[config.mk]
export PLATFORM = sky130hd
export DESIGN_NAME = uart_loader_port
export DESIGN_NICKNAME = d
export VERILOG_FILES = /design/src/rtl/uart_loader_pkg.sv /design/src/rtl/byte_fifo.sv /design/src/rtl/uart_loader_port.sv
export SDC_FILE = /design/constraint.sdc
export NUM_CORES = 1
export LEC_CHECK = 0
export ABC_CLOCK_PERIOD_IN_PS = 5300
export CAP_MARGIN = 40
export CORE_MARGIN = 3
export CORE_UTILIZATION = 38
export DETAILED_ROUTE_END_ITERATION = 10
export PLACE_DENSITY = 0.66
export SLEW_MARGIN = 25
export SYNTH_ARGS = -nofsm -noshare
export SYNTH_HDL_FRONTEND = slang
export SYNTH_HIERARCHICAL = 1
export SYNTH_SLANG_ARGS = --single-unit
[constraint.sdc]
create_clock -name clk -period 5.3 [get_ports clk]
set_clock_uncertainty 0.05 [all_clocks]
set_input_delay 1.325 -clock clk [delete_from_list [all_inputs] [get_ports clk]]
set_output_delay 1.325 -clock clk [all_outputs]
set_load 0.005 [all_outputs]
[src/rtl/uart_loader_pkg.sv]
// Shared types and helpers for the UART loader port.
// Provides the parser state encoding, the write-target mode, ASCII command
// bytes, the power-on banner and hex/nibble conversion functions.
package uart_loader_pkg;

  typedef enum logic [3:0] {
    IDLE, WRITE, ADDR, COMMIT, RD_REQ, RD_LAT, RD_SEND, RST_HOLD, RST_REL
  } state_t;

  typedef enum logic {MODE_INST, MODE_DATA} mode_t;

  localparam logic [7:0] CH_I  = 8'h69;
  localparam logic [7:0] CH_D  = 8'h64;
  localparam logic [7:0] CH_R  = 8'h72;
  localparam logic [7:0] CH_Q  = 8'h71;
  localparam logic [7:0] CH_P  = 8'h70;
  localparam logic [7:0] CH_AT = 8'h40;
  localparam logic [7:0] CH_LF = 8'h0A;
  localparam logic [7:0] CH_CR = 8'h0D;
  localparam logic [7:0] CH_QM = 8'h3F;

  // "UART OK\r\n"
  localparam int BANNER_LEN = 9;
  localparam logic [7:0] BANNER [BANNER_LEN] = '{
    8'h55, 8'h41, 8'h52, 8'h54, 8'h20, 8'h4F, 8'h4B, 8'h0D, 8'h0A
  };

  function automatic logic is_hex(input logic [7:0] c);
    return (c >= 8'h30 && c <= 8'h39) ||
           (c >= 8'h41 && c <= 8'h46) ||
           (c >= 8'h61 && c <= 8'h66);
  endfunction

  // Only meaningful when is_hex(c) holds.
  function automatic logic [3:0] hex2nib(input logic [7:0] c);
    if (c <= 8'h39)      return 4'(c - 8'h30);
    else if (c <= 8'h46) return 4'(c - 8'h37);
    else                 return 4'(c - 8'h57);
  endfunction

  // Uppercase ASCII hex digit.
  function automatic logic [7:0] nib2hex(input logic [3:0] n);
    return (n < 4'd10) ? (8'h30 + {4'h0, n}) : (8'h37 + {4'h0, n});
  endfunction

endpackage

[src/rtl/byte_fifo.sv]
// Byte-wide show-ahead FIFO; dout presents the head entry while not empty.
// Ports: clk, rst (sync active-low), push/din, pop/dout, full, empty.
// Pushes while full and pops while empty are ignored; push+pop together is legal.
module byte_fifo #(
  parameter int DEPTH = 16
) (
  input  logic       clk,
  input  logic       rst,
  input  logic       push,
  input  logic [7:0] din,
  input  logic       pop,
  output logic [7:0] dout,
  output logic       full,
  output logic       empty
);

  localparam int AW = $clog2(DEPTH);

  logic [7:0]    mem [DEPTH];
  logic [AW-1:0] wptr;
  logic [AW-1:0] rptr;
  logic [AW:0]   count;
  logic          wr;
  logic          rd;

  assign wr    = push && !full;
  assign rd    = pop && !empty;
  assign full  = (count == (AW+1)'(DEPTH));
  assign empty = (count == '0);
  assign dout  = mem[rptr];

  // Storage needs no reset; only the pointers define occupancy.
  always_ff @(posedge clk) begin
    if (wr) mem[wptr] <= din;
  end

  // Pointers are exactly log2(DEPTH) wide, so they wrap at the depth.
  always_ff @(posedge clk) begin
    if (!rst) begin
      wptr  <= '0;
      rptr  <= '0;
      count <= '0;
    end else begin
      if (wr) wptr <= wptr + 1'b1;
      if (rd) rptr <= rptr + 1'b1;
      case ({wr, rd})
        2'b10:   count <= count + 1'b1;
        2'b01:   count <= count - 1'b1;
        default: count <= count;
      endcase
    end
  end

endmodule

[src/rtl/uart_loader_port.sv]
// ASCII command parser turning a UART byte stream into memory writes/reads, CPU halt and reset.
// Ports: rx_data/rx_ready in, tx_data/tx_send/tx_ready out, mem_addr/mem_wdata/iwe/dwe/mem_re/mem_rdata,
// cpuhalt, cpureset, sticky rx_ovf, and dbgdata = registered {mem_addr[15:0], mem_wdata[15:0]}.
module uart_loader_port
  import uart_loader_pkg::*;
#(
  parameter int DATA_W     = 32,
  parameter int ADDR_W     = 32,
  parameter int RXQ_DEPTH  = 16,
  parameter int TXQ_DEPTH  = 16,
  parameter int RST_CYCLES = 120
) (
  input  logic              clk,
  input  logic              rst,
  input  logic [7:0]        rx_data,
  input  logic              rx_ready,
  output logic [7:0]        tx_data,
  output logic              tx_send,
  input  logic              tx_ready,
  output logic [ADDR_W-1:0] mem_addr,
  output logic [DATA_W-1:0] mem_wdata,
  output logic              iwe,
  output logic              dwe,
  output logic              mem_re,
  input  logic [DATA_W-1:0] mem_rdata,
  output logic              cpuhalt,
  output logic              cpureset,
  output logic              rx_ovf,
  output logic [31:0]       dbgdata
);

  localparam int NIB   = DATA_W / 4;
  localparam int IDX_W = ADDR_W - 2;
  localparam int CW    = $clog2(RST_CYCLES);
  localparam int RCW   = $clog2(NIB + 2);

  state_t            state;
  mode_t             mode;
  logic [IDX_W-1:0]  word_idx;
  logic [CW-1:0]     hold_cnt;
  logic [DATA_W-1:0] rd_sh;
  logic [RCW-1:0]    rd_cnt;
  logic [3:0]        ban_idx;
  logic              ban_done;
  logic              rx_ready_q;
  logic              rx_rise;
  logic              rx_full, rx_empty, rx_pop;
  logic [7:0]        rx_byte;
  logic              tx_full, tx_empty, tx_push, tx_pop, rd_push;
  logic [7:0]        tx_din, tx_dout, echo_ch;
  logic              hex;
  logic [3:0]        nib;

  assign mem_addr = {word_idx, 2'b00};
  assign rx_rise  = rx_ready && !rx_ready_q;
  assign ban_done = (ban_idx == 4'(BANNER_LEN));
  assign tx_pop   = tx_ready && !tx_send && !tx_empty;
  assign hex      = is_hex(rx_byte);
  assign nib      = hex2nib(rx_byte);

  byte_fifo #(.DEPTH(RXQ_DEPTH)) u_rxq (
    .clk(clk), .rst(rst), .push(rx_rise), .din(rx_data),
    .pop(rx_pop), .dout(rx_byte), .full(rx_full), .empty(rx_empty)
  );

  byte_fifo #(.DEPTH(TXQ_DEPTH)) u_txq (
    .clk(clk), .rst(rst), .push(tx_push), .din(tx_din),
    .pop(tx_pop), .dout(tx_dout), .full(tx_full), .empty(tx_empty)
  );

  // TX FIFO writers are mutually exclusive by state: banner right after reset,
  // hex read-back in RD_SEND, echo in IDLE. An IDLE byte is only consumed once
  // its echo has room, so echoes are never lost.
  always_comb begin
    echo_ch = CH_QM;
    if (rx_byte == CH_I || rx_byte == CH_D || rx_byte == CH_R) echo_ch = rx_byte;
    rd_push = ban_done && (state == RD_SEND) && !tx_full;
    rx_pop  = 1'b0;
    tx_push = 1'b0;
    tx_din  = 8'h00;
    if (!ban_done) begin
      tx_push = 1'b1;
      tx_din  = BANNER[ban_idx];
    end else if (rd_push) begin
      tx_push = 1'b1;
      if (rd_cnt < RCW'(NIB))       tx_din = nib2hex(rd_sh[DATA_W-1 -: 4]);
      else if (rd_cnt == RCW'(NIB)) tx_din = CH_CR;
      else                          tx_din = CH_LF;
    end else if (state == IDLE && !rx_empty && !tx_full) begin
      rx_pop  = 1'b1;
      tx_push = 1'b1;
      tx_din  = echo_ch;
    end
    if ((state == WRITE || state == ADDR) && !rx_empty) rx_pop = 1'b1;
  end

  always_ff @(posedge clk) begin
    if (!rst) begin
      state      <= IDLE;
      mode       <= MODE_INST;
      word_idx   <= '0;
      mem_wdata  <= '0;
      hold_cnt   <= '0;
      rd_sh      <= '0;
      rd_cnt     <= '0;
      ban_idx    <= '0;
      rx_ready_q <= 1'b0;
      rx_ovf     <= 1'b0;
      tx_data    <= 8'h00;
      tx_send    <= 1'b0;
      iwe        <= 1'b0;
      dwe        <= 1'b0;
      mem_re     <= 1'b0;
      cpuhalt    <= 1'b0;
      cpureset   <= 1'b0;
      dbgdata    <= '0;
    end else begin
      rx_ready_q <= rx_ready;
      if (rx_rise && rx_full) rx_ovf <= 1'b1;
      if (!ban_done) ban_idx <= ban_idx + 1'b1;

      // tx_send stays up until the transmitter drops tx_ready.
      if (tx_pop) begin
        tx_data <= tx_dout;
        tx_send <= 1'b1;
      end else if (tx_send && !tx_ready) begin
        tx_send <= 1'b0;
      end

      iwe     <= 1'b0;
      dwe     <= 1'b0;
      mem_re  <= 1'b0;
      dbgdata <= {mem_addr[15:0], mem_wdata[15:0]};

      case (state)
        IDLE: if (rx_pop) begin
          if (rx_byte == CH_I || rx_byte == CH_D) begin
            mode      <= (rx_byte == CH_I) ? MODE_INST : MODE_DATA;
            cpuhalt   <= 1'b1;
            word_idx  <= '0;
            mem_wdata <= '0;
            state     <= WRITE;
          end else if (rx_byte == CH_R) begin
            cpureset <= 1'b1;
            hold_cnt <= '0;
            state    <= RST_HOLD;
          end
        end
        WRITE: if (rx_pop) begin
          if (hex) begin
            mem_wdata <= DATA_W'({mem_wdata, nib});
          end else if (rx_byte == CH_AT) begin
            word_idx  <= '0;
            mem_wdata <= '0;
            state     <= ADDR;
          end else if (rx_byte == CH_LF) begin
            // Strobe is raised on entry so it is high for the COMMIT cycle only.
            iwe   <= (mode == MODE_INST);
            dwe   <= (mode == MODE_DATA);
            state <= COMMIT;
          end else if (rx_byte == CH_P) begin
            mem_re <= 1'b1;
            state  <= RD_REQ;
          end else if (rx_byte == CH_Q) begin
            cpuhalt  <= 1'b0;
            cpureset <= 1'b1;
            hold_cnt <= '0;
            state    <= RST_HOLD;
          end
        end
        ADDR: if (rx_pop) begin
          if (hex) word_idx <= IDX_W'({word_idx, nib});
          else if (rx_byte == CH_LF) state <= WRITE;
        end
        COMMIT: begin
          word_idx  <= word_idx + 1'b1;
          mem_wdata <= '0;
          state     <= WRITE;
        end
        RD_REQ: state <= RD_LAT;
        RD_LAT: begin
          rd_sh  <= mem_rdata;
          rd_cnt <= '0;
          state  <= RD_SEND;
        end
        RD_SEND: if (rd_push) begin
          if (rd_cnt < RCW'(NIB)) rd_sh <= rd_sh << 4;
          if (rd_cnt == RCW'(NIB + 1)) begin
            word_idx <= word_idx + 1'b1;
            state    <= WRITE;
          end else begin
            rd_cnt <= rd_cnt + 1'b1;
          end
        end
        // The entry cycle and RST_REL each hold cpureset for one cycle, so the
        // counter stops two short to give RST_CYCLES high cycles in total.
        RST_HOLD: begin
          if (hold_cnt == CW'(RST_CYCLES - 2)) state <= RST_REL;
          else hold_cnt <= hold_cnt + 1'b1;
        end
        RST_REL: begin
          cpureset <= 1'b0;
          cpuhalt  <= 1'b0;
          state    <= IDLE;
        end
        default: state <= IDLE;
      endcase
    end
  end

endmodule
==> reports/results.ini <==
[status]
status = finished, final reports clean

[floorplan]
dieArea_um2 = 54800
die_h_um = 234
core_area_um2 = 50800
die_w_um = 234
start_util = 0.390
rows = 82
ios = 155

[route]
drt_pass1_iterations = 5
m1WireLength_um = 20300
routed_wl_um = 46600
post-route-drc-count = 0
dr.max_layer_used = met4
wl_met3_um = 2850
drt_iter0_drc = 1008
dr_wl_met2_um = 22600
ant_nets = 0
viasPerCell = 5.43
vias = 13254
post_drt_wl_per_cell_um = 19.1

[power]
power_density_nw_per_um2 = 327
max-vdd-ir-drop_v = 0.000267
leakage_nw = 7.96

[clocking]
cts_resized = 0
numCtsBuffers = 47
path_clk_slew_ns = 0.06
hold_buffers = 0
root_buffer = clkbuf_16
clock-sinks = 450
htree_levels = 2
insertion_delay_ns = 0.58
post_cts_buffers = 0
clock_path_buffers = 3
cts_tree = yes

[placed_design]
dpl.hpwl_um = 31100
placed_cell_area_um2 = 21900
dpl.cell_count = 2342
gp_congestion = 0.839
numPortBuffers = 150

[critical_path]
path_class = register to register
startpoint_type = register
cpMaxStageDelayCell = dfxtp_1
cp.arrival_ns = 4.77
worstPathMaxFanout = 24
cpPeakStageDelay_ns = 0.83
crit_chain = mux4_2 > a22oi_1 > nand2_1 > inv_1 > ha_1 > nand3b_1 > a21oi_4 > o21bai_2 > a2111o_1 > nor2_4 > buf_4 > a311oi_2
cp.required_ns = 5.69
endpoint_kind = register

[yosys]
yosysSeqAreaShare = 0.585
synth-edff-count = 256
ys_warn_count = 6
async_reset_ff_frac = 0
synth_flop_cell = edfxtp_1
syn_avg_cell_area_um2 = 12.5
ys_ff_latch = 450
syn_inst = 1581
syn_area_um2 = 19800
ys_types = 88

[grt]
antenna_found_initial = 0
grt_max_degree = 110
grt_pass1_vias = 12873
grt_pass1_wl_um = 72700
grt_overflow = 0
grt_usage = 0.168

[sta]
final_max_slew_viol_count = 0
max_freq_mhz = 229
slew_headroom = 0.441
finalCritPeriodShare = 0.826
period_minus_slack_ns = 4.38
finalSetupViolations = 0
finalSetupTns_ns = 0
rsz0062_at_grt = false
hold_viol = 0
worst_pin_slew_ns = 0.835

[run]
cap_violations = 0

[final_layout]
syn2layout_area_growth_pct = 18.9
drive_gt1_frac = 0.139
final_area_um2 = 23500
final_cell_mix = edfxtp_1 (256), dfxtp_1 (191), clkdlybuf4s50_1 (149)
antennaDiodeCount = 0
final_cells = 2442
layout_commonest_cell = edfxtp_1
fin_nets = 1808

[hold_path]
hold_class = register to register

-- sequential cells by signal (all words and copies together), names as in the netlist, 4 cells and up, named ones only --
register / count
u_txq/count: 5
tx_data: 8
rd_sh: 32
u_rxq/rptr: 4
state: 4
u_txq/rptr: 4
u_rxq/count: 5
word_idx: 30
ban_idx: 4
dbgdata: 30
hold_cnt: 7
rd_cnt: 4
u_txq/wptr: 4
u_rxq/mem: 128
u_txq/mem: 128
mem_wdata: 32
u_rxq/wptr: 4
-- stage by stage --
step                      power (W)  hold WS [ns]  worst slack (ns)  utilization
final                       0.00769         0.408             0.924        0.463
after global routing        0.00800         0.440             0.692        0.463
after CTS                   0.00778         0.409             0.942        0.461
after detailed placement    0.00462         0.398             0.970        0.432
after global placement      0.00459         0.396              1.02        0.430
after floorplan             0.00440         0.361              1.52            -
-- power by group --
group | switching, W | leakage [nW] | internal, W | total [W]
Combinational | 0.000371 | 3.36 | 0.000320 | 0.000691
Sequential | 0.0000543 | 3.87 | 0.00379 | 0.00384
Clock | 0.00136 | 0.726 | 0.00179 | 0.00315
-- synthesized netlist by cell type, types with 9 or more instances --
cell / n / share of area
dfxtp_1: 194 / 0.20
inv_1: 41 / 0.0078
nand3_1: 39 / 0.0099
o31ai_1: 12 / 0.0046
o2111ai_1: 9 / 0.0040
nand2_1: 124 / 0.024
xnor2_1: 26 / 0.012
o21ai_0: 57 / 0.014
ha_1: 33 / 0.021
a21oi_1: 42 / 0.011
mux4_2: 64 / 0.073
nor2b_1: 25 / 0.0079
buf_2: 19 / 0.0048
a211oi_1: 31 / 0.012
buf_1: 12 / 0.0023
nand4_1: 37 / 0.012
nor2_1: 112 / 0.021
buf_6: 13 / 0.0074
a211oi_2: 10 / 0.0063
o21a_1: 12 / 0.0046
a22oi_1: 43 / 0.016
a31oi_1: 20 / 0.0063
nand2b_1: 12 / 0.0038
mux2i_1: 46 / 0.023
nor3_1: 22 / 0.0056
xor2_1: 9 / 0.0040
and3_1: 10 / 0.0032
and2_1: 34 / 0.011
clkbuf_1: 64 / 0.012
edfxtp_1: 256 / 0.39
-- critical path, delay by kind of cell, from the launching register on --
kind,cells,cell delay [ns]
fa+ha+maj,1,0.32
mux,1,0.42
flops,1,0.83
buf+inv,2,0.49
simple gates,3,0.63
compound gates,5,1.51
-- layer usage --
| metal | global-route usage | vias to the layer above |
|---|---|---|
| li1 | - | 6262 |
| met1 | 0.224 | 6552 |
| met2 | 0.282 | 366 |
| met3 | 0.0338 | 74 |
| met5 | 0 | - |
| met4 | 0.0427 | 0 |
-- cell families after synthesis --
logic type                 Yosys count  synth area share
and+or+nand+nor                    477             0.125
xor gates and xnor gates            35            0.0155
AOI/OAI and AO/OA                  310             0.116
muxes                              111            0.0967
other                                1          0.000190
adders and majority gates           33            0.0209
buffers and inverters              164            0.0408
DFF                                450             0.585
-- final cells by class --
class	instances	area (µm²)
Fill cell	4537	27300
Sequential cell	450	11600
Multi-Input combinational cell	986	7510
Timing Repair Buffer	202	1950
Clock buffer	63	1310
Tap cell	672	841
Clock inverter	25	176
Inverter	44	165
-- final timing paths --
check	from	end	slack (ns)	cells past startpoint
max	register	word_idx[2]$_SDFFE_PN0P_	0.92	12
min	mem_wdata[31]$_SDFFE_PN0P_	mem_wdata[31]$_SDFFE_PN0P_	0.41	2
max reg2reg	register	word_idx[2]$_SDFFE_PN0P_	0.92	12
min reg2reg	mem_wdata[31]$_SDFFE_PN0P_	mem_wdata[31]$_SDFFE_PN0P_	0.41	2
No activity file was read; power rests on OpenSTA's default activity.
